## config.mk

```make
export PLATFORM = sky130hd
export DESIGN_NAME = clct_group_busy_timer
export DESIGN_NICKNAME = d
export VERILOG_FILES = /design/src/rtl/clct_group_busy_timer.sv
export SDC_FILE = /design/constraint.sdc
export NUM_CORES = 1
export LEC_CHECK = 0
export CORE_MARGIN = 3
export CORE_UTILIZATION = 40
export DETAILED_ROUTE_END_ITERATION = 8
export GPL_ROUTABILITY_DRIVEN = 0
export SLEW_MARGIN = 20
export SYNTH_ARGS = -nofsm -noshare
export SYNTH_HDL_FRONTEND = slang
export SYNTH_SLANG_ARGS = --single-unit
export TNS_END_PERCENT = 10
```

## constraint.sdc

```tcl
create_clock -name clock -period 3.9 [get_ports clock]
set_input_delay 0.78 -clock clock [delete_from_list [all_inputs] [get_ports clock]]
set_output_delay 0.78 -clock clock [all_outputs]
set_load 0.02 [all_outputs]
```

## src/rtl/clct_group_busy_timer.sv

```systemverilog
// clct_group_busy_timer
//   Per-key-group dead-time timers that produce the busy flags for the
//   best-1-of-7 pattern selector. Each accepted CLCT reloads the timer of
//   its key group. That group's bsy flag then stays high for cfg_dead
//   clocks, which blocks new patterns there until the drift window closes.
//
// Optional feature macro: CLCT_BUSY_NEIGHBOR_EN
//   When it is defined, an event within EDGE half-strips of a group boundary
//   also reloads the adjacent group's timer.
//
// Ports
//   clock     in   main 40 MHz clock
//   reset_n   in   asynchronous active-low reset
//   evt_vld   in   registered sorter result valid strobe
//   evt_key   in   {group, half-strip key} of the best candidate
//   evt_bsy   in   sorter found every candidate busy (no CLCT carried)
//   cfg_en    in   timers enabled; 0 clears every timer
//   cfg_dead  in   dead-time, in clocks, loaded on each accepted event
//   cnt_clr   in   synchronous clear of evt_cnt
//   bsy       out  per-group busy flags
//   bsy_any   out  OR of bsy
//   evt_err   out  registered pulse for an event with an out-of-range group
//   evt_cnt   out  saturating count of accepted events
`timescale 1ns/1ps
module clct_group_busy_timer #(
  parameter int unsigned MXGRP   = 7,
  parameter int unsigned MXKEYB  = 5,
  parameter int unsigned MXKEYBX = 8,
  parameter int unsigned MXDTB   = 4,
  parameter int unsigned MXCNTB  = 16,
  parameter int unsigned EDGE    = 2
) (
  input  logic               clock,
  input  logic               reset_n,
  input  logic               evt_vld,
  input  logic [MXKEYBX-1:0] evt_key,
  input  logic               evt_bsy,
  input  logic               cfg_en,
  input  logic [MXDTB-1:0]   cfg_dead,
  input  logic               cnt_clr,
  output logic [MXGRP-1:0]   bsy,
  output logic               bsy_any,
  output logic               evt_err,
  output logic [MXCNTB-1:0]  evt_cnt
);

  localparam int unsigned GRPB  = MXKEYBX - MXKEYB;
  localparam int unsigned HSMAX = (1 << MXKEYB) - 1;

`ifdef CLCT_BUSY_NEIGHBOR_EN
  localparam bit NBR_EN = 1'b1;
`else
  localparam bit NBR_EN = 1'b0;
`endif

  logic [GRPB-1:0]   grp;
  logic [MXKEYB-1:0] hs;
  logic              grp_ok;
  logic              accept;
  logic              near_lo;
  logic              near_hi;
  logic [MXGRP-1:0]  load;

  logic [MXDTB-1:0]  tmr_q [MXGRP];
  logic [MXDTB-1:0]  tmr_d [MXGRP];
  logic              err_q, err_d;
  logic [MXCNTB-1:0] cnt_q, cnt_d;

  assign grp     = evt_key[MXKEYBX-1:MXKEYB];
  assign hs      = evt_key[MXKEYB-1:0];
  assign grp_ok  = 32'(grp) < MXGRP;
  assign accept  = evt_vld & ~evt_bsy & cfg_en & grp_ok;
  // The edge flags are always computed. NBR_EN is a constant, so the
  // neighbour terms disappear when the feature is not built in.
  assign near_lo = NBR_EN && (32'(hs) < EDGE);
  assign near_hi = NBR_EN && (32'(hs) > HSMAX - EDGE);

  // One-hot load decode. The neighbour terms select g = grp-1 or g = grp+1.
  // The loop bounds keep them inside 0..MXGRP-1.
  always_comb begin
    load = '0;
    for (int unsigned g = 0; g < MXGRP; g++) begin
      if (accept && 32'(grp) == g)               load[g] = 1'b1;
      if (accept && near_lo && 32'(grp) == g + 1) load[g] = 1'b1;
      if (accept && near_hi && 32'(grp) + 1 == g) load[g] = 1'b1;
    end
  end

  // A load wins over the decrement, so a re-trigger restarts the full window.
  always_comb begin
    for (int unsigned g = 0; g < MXGRP; g++) begin
      tmr_d[g] = tmr_q[g];
      if (!cfg_en)                tmr_d[g] = '0;
      else if (load[g])           tmr_d[g] = cfg_dead;
      else if (tmr_q[g] != '0)    tmr_d[g] = tmr_q[g] - 1'b1;
    end
  end

  always_comb begin
    err_d = evt_vld & ~grp_ok;
    cnt_d = cnt_q;
    if (cnt_clr)                     cnt_d = '0;
    else if (accept && cnt_q != '1)  cnt_d = cnt_q + 1'b1;
  end

  always_ff @(posedge clock or negedge reset_n) begin
    if (!reset_n) begin
      for (int unsigned g = 0; g < MXGRP; g++) tmr_q[g] <= '0;
      err_q <= 1'b0;
      cnt_q <= '0;
    end else begin
      for (int unsigned g = 0; g < MXGRP; g++) tmr_q[g] <= tmr_d[g];
      err_q <= err_d;
      cnt_q <= cnt_d;
    end
  end

  // Busy is decoded straight from the timer registers. Because of this, an
  // asynchronous reset drops it at once.
  always_comb begin
    bsy = '0;
    for (int unsigned g = 0; g < MXGRP; g++) bsy[g] = (tmr_q[g] != '0);
  end

  assign bsy_any = |bsy;
  assign evt_err = err_q;
  assign evt_cnt = cnt_q;

endmodule

```

==> results of run 1 <==
## stage by stage
stage                     power, mW  cell area (um2)
after global routing           2.08             3260
after CTS                      1.93             3250
final                          1.90             3260
after detailed placement       1.65             3180
after floorplan                1.39             2740
after global placement         1.63             3170
## final cells by class
class,instances,share of cell area
clock inverter,1,0.00154
clock buffer,5,0.0211
inverter,21,0.0242
sequential,45,0.346
tap,77,0.0296
multi-input combinational,221,0.460
timing repair buffer,39,0.118
## power groups by stage
stage | Sequential (mW) | Clock, mW | Combinational, mW
after floorplan | 0.643 | 0 | 0.746
after global placement | 0.659 | 0 | 0.972
after detailed placement | 0.661 | 0 | 0.990
after CTS | 0.652 | 0.282 | 0.997
after global routing | 0.668 | 0.299 | 1.11
final | 0.653 | 0.267 | 0.984
## path summary, 6_finish.rpt
kind / startpoint / endpoint / slack, ns / cells after the start
min in group clock: evt_cnt[12] / evt_cnt[12] / 0.59 / 2
setup / recovery: tmr_q[20] / bsy_any / 0.49 / 6
setup reg to reg: evt_cnt[0] / evt_cnt[12] / 1.82 / 5
hold / removal: reset_n / tmr_q[15] / 0.48 / 1
hold reg to reg: evt_cnt[12] / evt_cnt[12] / 0.59 / 2
max in group asynchronous: reset_n / evt_cnt[7] / 3.02 / 1
## state kept, by name, indices dropped and copies added (netlist names)
signal and flops:
evt_err 1, evt_cnt 16, tmr_q 28
## cell usage after synthesis, types with 4 or more instances
library cell	instances	area (um2)
nor3_1	9	45.0
clkbuf_1	7	26.3
ha_1	8	100
and3_1	5	31.3
or4_1	7	52.6
nor2b_1	13	81.3
nor3b_1	4	30.0
o31ai_1	9	67.6
o21ai_0	6	30.0
or3_1	11	68.8
nand2b_1	4	25.0
nand2_1	19	71.3
mux2i_1	16	160
and2_1	4	25.0
o211a_1	5	50.1
dfrtp_1	45	1130
o211ai_1	5	37.5
xnor2_1	8	70.1
nand4_1	5	31.3
nand3_1	17	85.1
a21oi_1	22	110
nor2_1	14	52.6
inv_1	21	78.8
a211oi_1	7	52.6
## cell families after synthesis
| group | after synthesis | share of synthesized area |
|---|---|---|
| fa+ha+maj | 8 | 0.0365 |
| simple gates | 126 | 0.266 |
| compound gates | 59 | 0.141 |
| flops | 45 | 0.410 |
| buf+inv | 33 | 0.0470 |
| xor+xnor | 9 | 0.0287 |
| mux | 19 | 0.0707 |
## layer usage
layer | GRT usage | vias up | share of wire
met5 | 0 | - | 0
met1 | 0.235 | 1095 | 0.49
met3 | 0.0298 | 9 | 0.033
met2 | 0.278 | 53 | 0.47
li1 | - | 1156 | -
met4 | 0.0495 | 0 | 0.014
==> run metrics, run 1 <==
cell internal pwr about 1.2 mW; GRT overflow 0; status finished, final reports clean; Initial Utilization 0.422; setup TNS 0 ns; share of cells above drive strength 1 0.0542; Sink Count 45; Main synth FF type dfrtp_1; Clock Path Buffers 2; GRT Total Usage 0.172; ys async rst share 1.00; Hold/Removal Path Class primary input to asynchronous set/reset pin; Post-CTS Repair Setup Buffers 0; post-route insts no fill between 400 and 500; most common cell after layout, fill and taps aside dfrtp_1; vias post-DR 2313; CP max FO 5; CTS Root Cell clkbuf_8; Buf+Inv Stages, Crit Path 2; most frequent cells in the layout dfrtp_1 (45), clkdlybuf4s50_1 (36), a21oi_1 (22), inv_1 (21), nand2_1 (19); row count 29; Die H 88.8 um; headroom to the max-slew limit 0.521; Vias/cell approximately 5.7; sequential share of power 0.343; Core ar. 0.00649 mm2; Die W a little under 90 um; count of final max-slew check failures 0; synthesized cell area 0.00274 mm2; worst slew pin tran 0.713 ns; 1st-iter DRT viols 88; worst setup path category register to primary output; setup ws final 0.492 ns; Worst EP required 3.12 ns; Clock transition at path regs ~0.08 ns; Core Util, Final 0.501; wire per inst 15.3 um; Syn Area/Cell 9.18 um2; Leak 1.41 nW; peak supply drop 247 uV; WP data arrival 2.63 ns; Synth Instances 299; Combinational Power Share 0.517; Placed Cells between 400 and 500; max cap viols 0; delay-heaviest family, CP simple AND/OR/NAND/NOR gates; CP Cell Sequence inv_1, ha_1, or3b_2, nor4_1, nand4_1, clkdlybuf4s50_1; multi-input gate area in the final layout 0.00150 mm2; CP peak stage delay 0.59 ns; Num CTS Buffers 5; Final Net Count 359; final hold vios 0; Tmin final 3.41 ns; slowest CP cell clkdlybuf4s50_1; Worst-Skew Late Latency between 0.2 and 0.3 ns; Area Overhead vs Synth 18.7%; total die area 0.00789 mm2; Detail Route Antenna Nets 0; Fin Hold WS 0.481 ns; Synthesized Nets 325; Final period util 0.874; total wire length 6270 um; power density over the cells 585 mW/mm2; fill count 622; Synth Warn # 0; clock power share 0.140; RSZ-0062 raised after global routing no; initial antenna violation count 0; CTS tree done; Synth Register Bits 45; vias in the first global route ~2.2k; Switch Pwr 0.722 mW; pre-CTS setup slack 0.817 ns; clk_skew about 0.0069 ns; number of synthesized flops with an enable pin 0; DR DRC count 0; maximum clock rate ~290 MHz; post_cts resized 0; Ant. Diodes 0; H-tree level count 2; element type at the critical path start register; number of top-level pins between 40 and 50; detailed placement HPWL 4460 um; Worst setup EP type primary output; switching share of power 0.379; first-pass GRT wire length 10600 um; Reg area around 0.0011 mm2; Hold-fix buffers, CTS 0; Pre-Repair DR Iteration Count 5; largest net degree at the start of global routing 46; register area share after synthesis 0.410; Port Buffers 37; Setup Viol. Count Final 0; Synth cell types 42
Power figures use the tool's default switching activity.
==> inputs of run 2 (changes only) <==
REMOVE_ABC_BUFFERS = 1   (was not set)
==> run metrics, run 2 (same netlist as run 1, synthesis figures left out) <==
Worst setup EP type primary output (unchanged); worst slew pin tran 0.697 ns (was 0.713 ns); GR Layer Usage met2 0.294 (was 0.278); DR DRC count 0 (unchanged); Worst-Skew Late Latency 0.29 ns (about the same); CTS Root Cell clkbuf_8 (unchanged); most common cell after layout, fill and taps aside dfrtp_1 (unchanged); CP Cell Sequence inv_1, ha_1, or3b_2, nor4_1, nand4_1, clkdlybuf4s50_1 (unchanged); final hold vios 0 (unchanged); maximum clock rate 302 MHz (was 293 MHz); Setup Viol. Count Final 0 (unchanged); row count 29 (unchanged); post-layout total power 1.94 mW (was 1.90 mW); worst setup path category register to primary output (unchanged); 1st-iter DRT viols 103 (was 88); total wire length 6440 um (was 6270 um); CP peak stage delay 0.58 ns (was 0.59 ns); Vias/cell 5.69 (was 5.66); CP max FO 4 (was 5); Worst EP required 3.12 ns (about the same); Clock transition at path regs 0.08 ns (about the same); delay-heaviest family, CP simple AND/OR/NAND/NOR gates (unchanged); detailed placement HPWL 4560 um (was 4460 um); largest net degree at the start of global routing 46 (unchanged); R2R Setup Slk 1.84 ns (was 1.82 ns); Final Net Count 361 (was 359); Post-CTS Repair Setup Buffers 0 (unchanged); vias post-DR 2345 (was 2313); Die H 88.8 um (unchanged); RSZ-0062 raised after global routing no (unchanged); Final period util 0.849 (was 0.874); Reg area 0.00113 mm2 (unchanged); met1 Use GR 0.239 (was 0.235); first-pass GRT wire length 11000 um (was 10600 um); Area Overhead vs Synth 19.3% (was 18.7%); Hold/Removal Path Class primary input to asynchronous set/reset pin (unchanged); vias in the first global route 2308 (was 2202); Clock Path Buffers 2 (unchanged); Most Crowded Layer GR met2 (unchanged); fill count 621 (was 622); WP data arrival 2.53 ns (was 2.63 ns); GRT overflow 0 (unchanged); clk_skew 0.00429 ns (was 0.00693 ns); initial antenna violation count 0 (unchanged); Die W 88.8 um (unchanged); element type at the critical path start register (unchanged); count of final max-slew check failures 0 (unchanged); setup TNS 0 ns (unchanged); max cap viols 0 (unchanged); slowest CP cell clkdlybuf4s50_1 (unchanged); share of cells above drive strength 1 0.0597 (was 0.0542); post_cts resized 0 (unchanged); Initial Utilization 0.422 (unchanged); wire per inst 15.6 um (was 15.3 um); met3 GRT Util 0.0326 (was 0.0298); Leak 1.41 nW (about the same); headroom to the max-slew limit 0.534 (was 0.521); most frequent cells in the layout dfrtp_1 (45), clkdlybuf4s50_1 (36), a21oi_1 (22), inv_1 (21), nand2_1 (19) (unchanged); Core ar. 0.00649 mm2 (unchanged); multi-input gate area in the final layout 0.00149 mm2 (was 0.00150 mm2); Hold-fix buffers, CTS 0 (unchanged); Sink Count 45 (unchanged); Ant. Diodes 0 (unchanged); Largest Register tmr_q (unchanged); number of top-level pins 43 (unchanged); status finished, final reports clean (unchanged); total die area 0.00789 mm2 (unchanged); peak supply drop 187 uV (was 247 uV); GRT Total Usage 0.177 (was 0.172); H-tree level count 2 (unchanged); power density over the cells 593 mW/mm2 (was 585 mW/mm2); Detail Route Antenna Nets 0 (unchanged); Pre-Repair DR Iteration Count 4 (was 5); CTS tree done (unchanged); Tmin final 3.31 ns (was 3.41 ns); Largest register FFs 28 (unchanged); Finished Cell Area 0.00327 mm2 (was 0.00326 mm2); Placed Area 0.00319 mm2 (was 0.00318 mm2); Port Buffers 37 (unchanged); Buf+Inv Stages, Crit Path 2 (unchanged); Num CTS Buffers 5 (unchanged)
run 2: cell types whose count changed in the layout (fill, tap and decap cells not counted), sizes merged:
cell / before / now
clkinv: 1 / 0
clkbuf: 5 / 7
buf: 3 / 5
run 2: layout make-up:
| cell class | instances | area share |
|---|---|---|
| sequential | 45 | 0.344 |
| clock buffer | 7 | 0.0264 |
| multi-input combinational | 221 | 0.455 |
| tap | 77 | 0.0294 |
| timing repair buffer | 41 | 0.122 |
| inverter | 21 | 0.0241 |
run 2: stage by stage:
step / std cells / utilization / hold slack (ns) / setup slack [ns]
floorplan: 287 / - / 0.484 / 1.39
global placement: 405 / 0.490 / 0.563 / 0.866
detailed placement: 405 / 0.490 / 0.565 / 0.816
CTS: 412 / 0.504 / 0.589 / 0.562
global route: 412 / 0.504 / 0.538 / 0.428
finish: 412 / 0.504 / 0.496 / 0.590
run 2: worst paths after layout:
path                       startpoint          end  cells after the start
setup / recovery             tmr_q[0]      bsy_any                      6
hold / removal                reset_n    tmr_q[27]                      1
setup reg to reg           evt_cnt[0]  evt_cnt[12]                      5
hold reg to reg            evt_cnt[8]   evt_cnt[8]                      2
max in group asynchronous     reset_n     tmr_q[6]                      1
min in group clock         evt_cnt[8]   evt_cnt[8]                      2
run 2: per-layer routing:
layer  vias up  wire length (um)  part of all wire
met5         -                 0                 0
li1       1156                 -                 -
met2        44              3040              0.47
met4         0                44            0.0068
met3         4               214             0.033
met1      1141              3140              0.49
run 2: report_power, final:
| group | total (mW) | internal, mW | leakage, nW | switching (mW) |
|---|---|---|---|---|
| logic | 0.996 | 0.500 | 0.756 | 0.496 |
| clock network | 0.294 | 0.141 | 0.0443 | 0.153 |
| registers | 0.651 | 0.573 | 0.607 | 0.0774 |
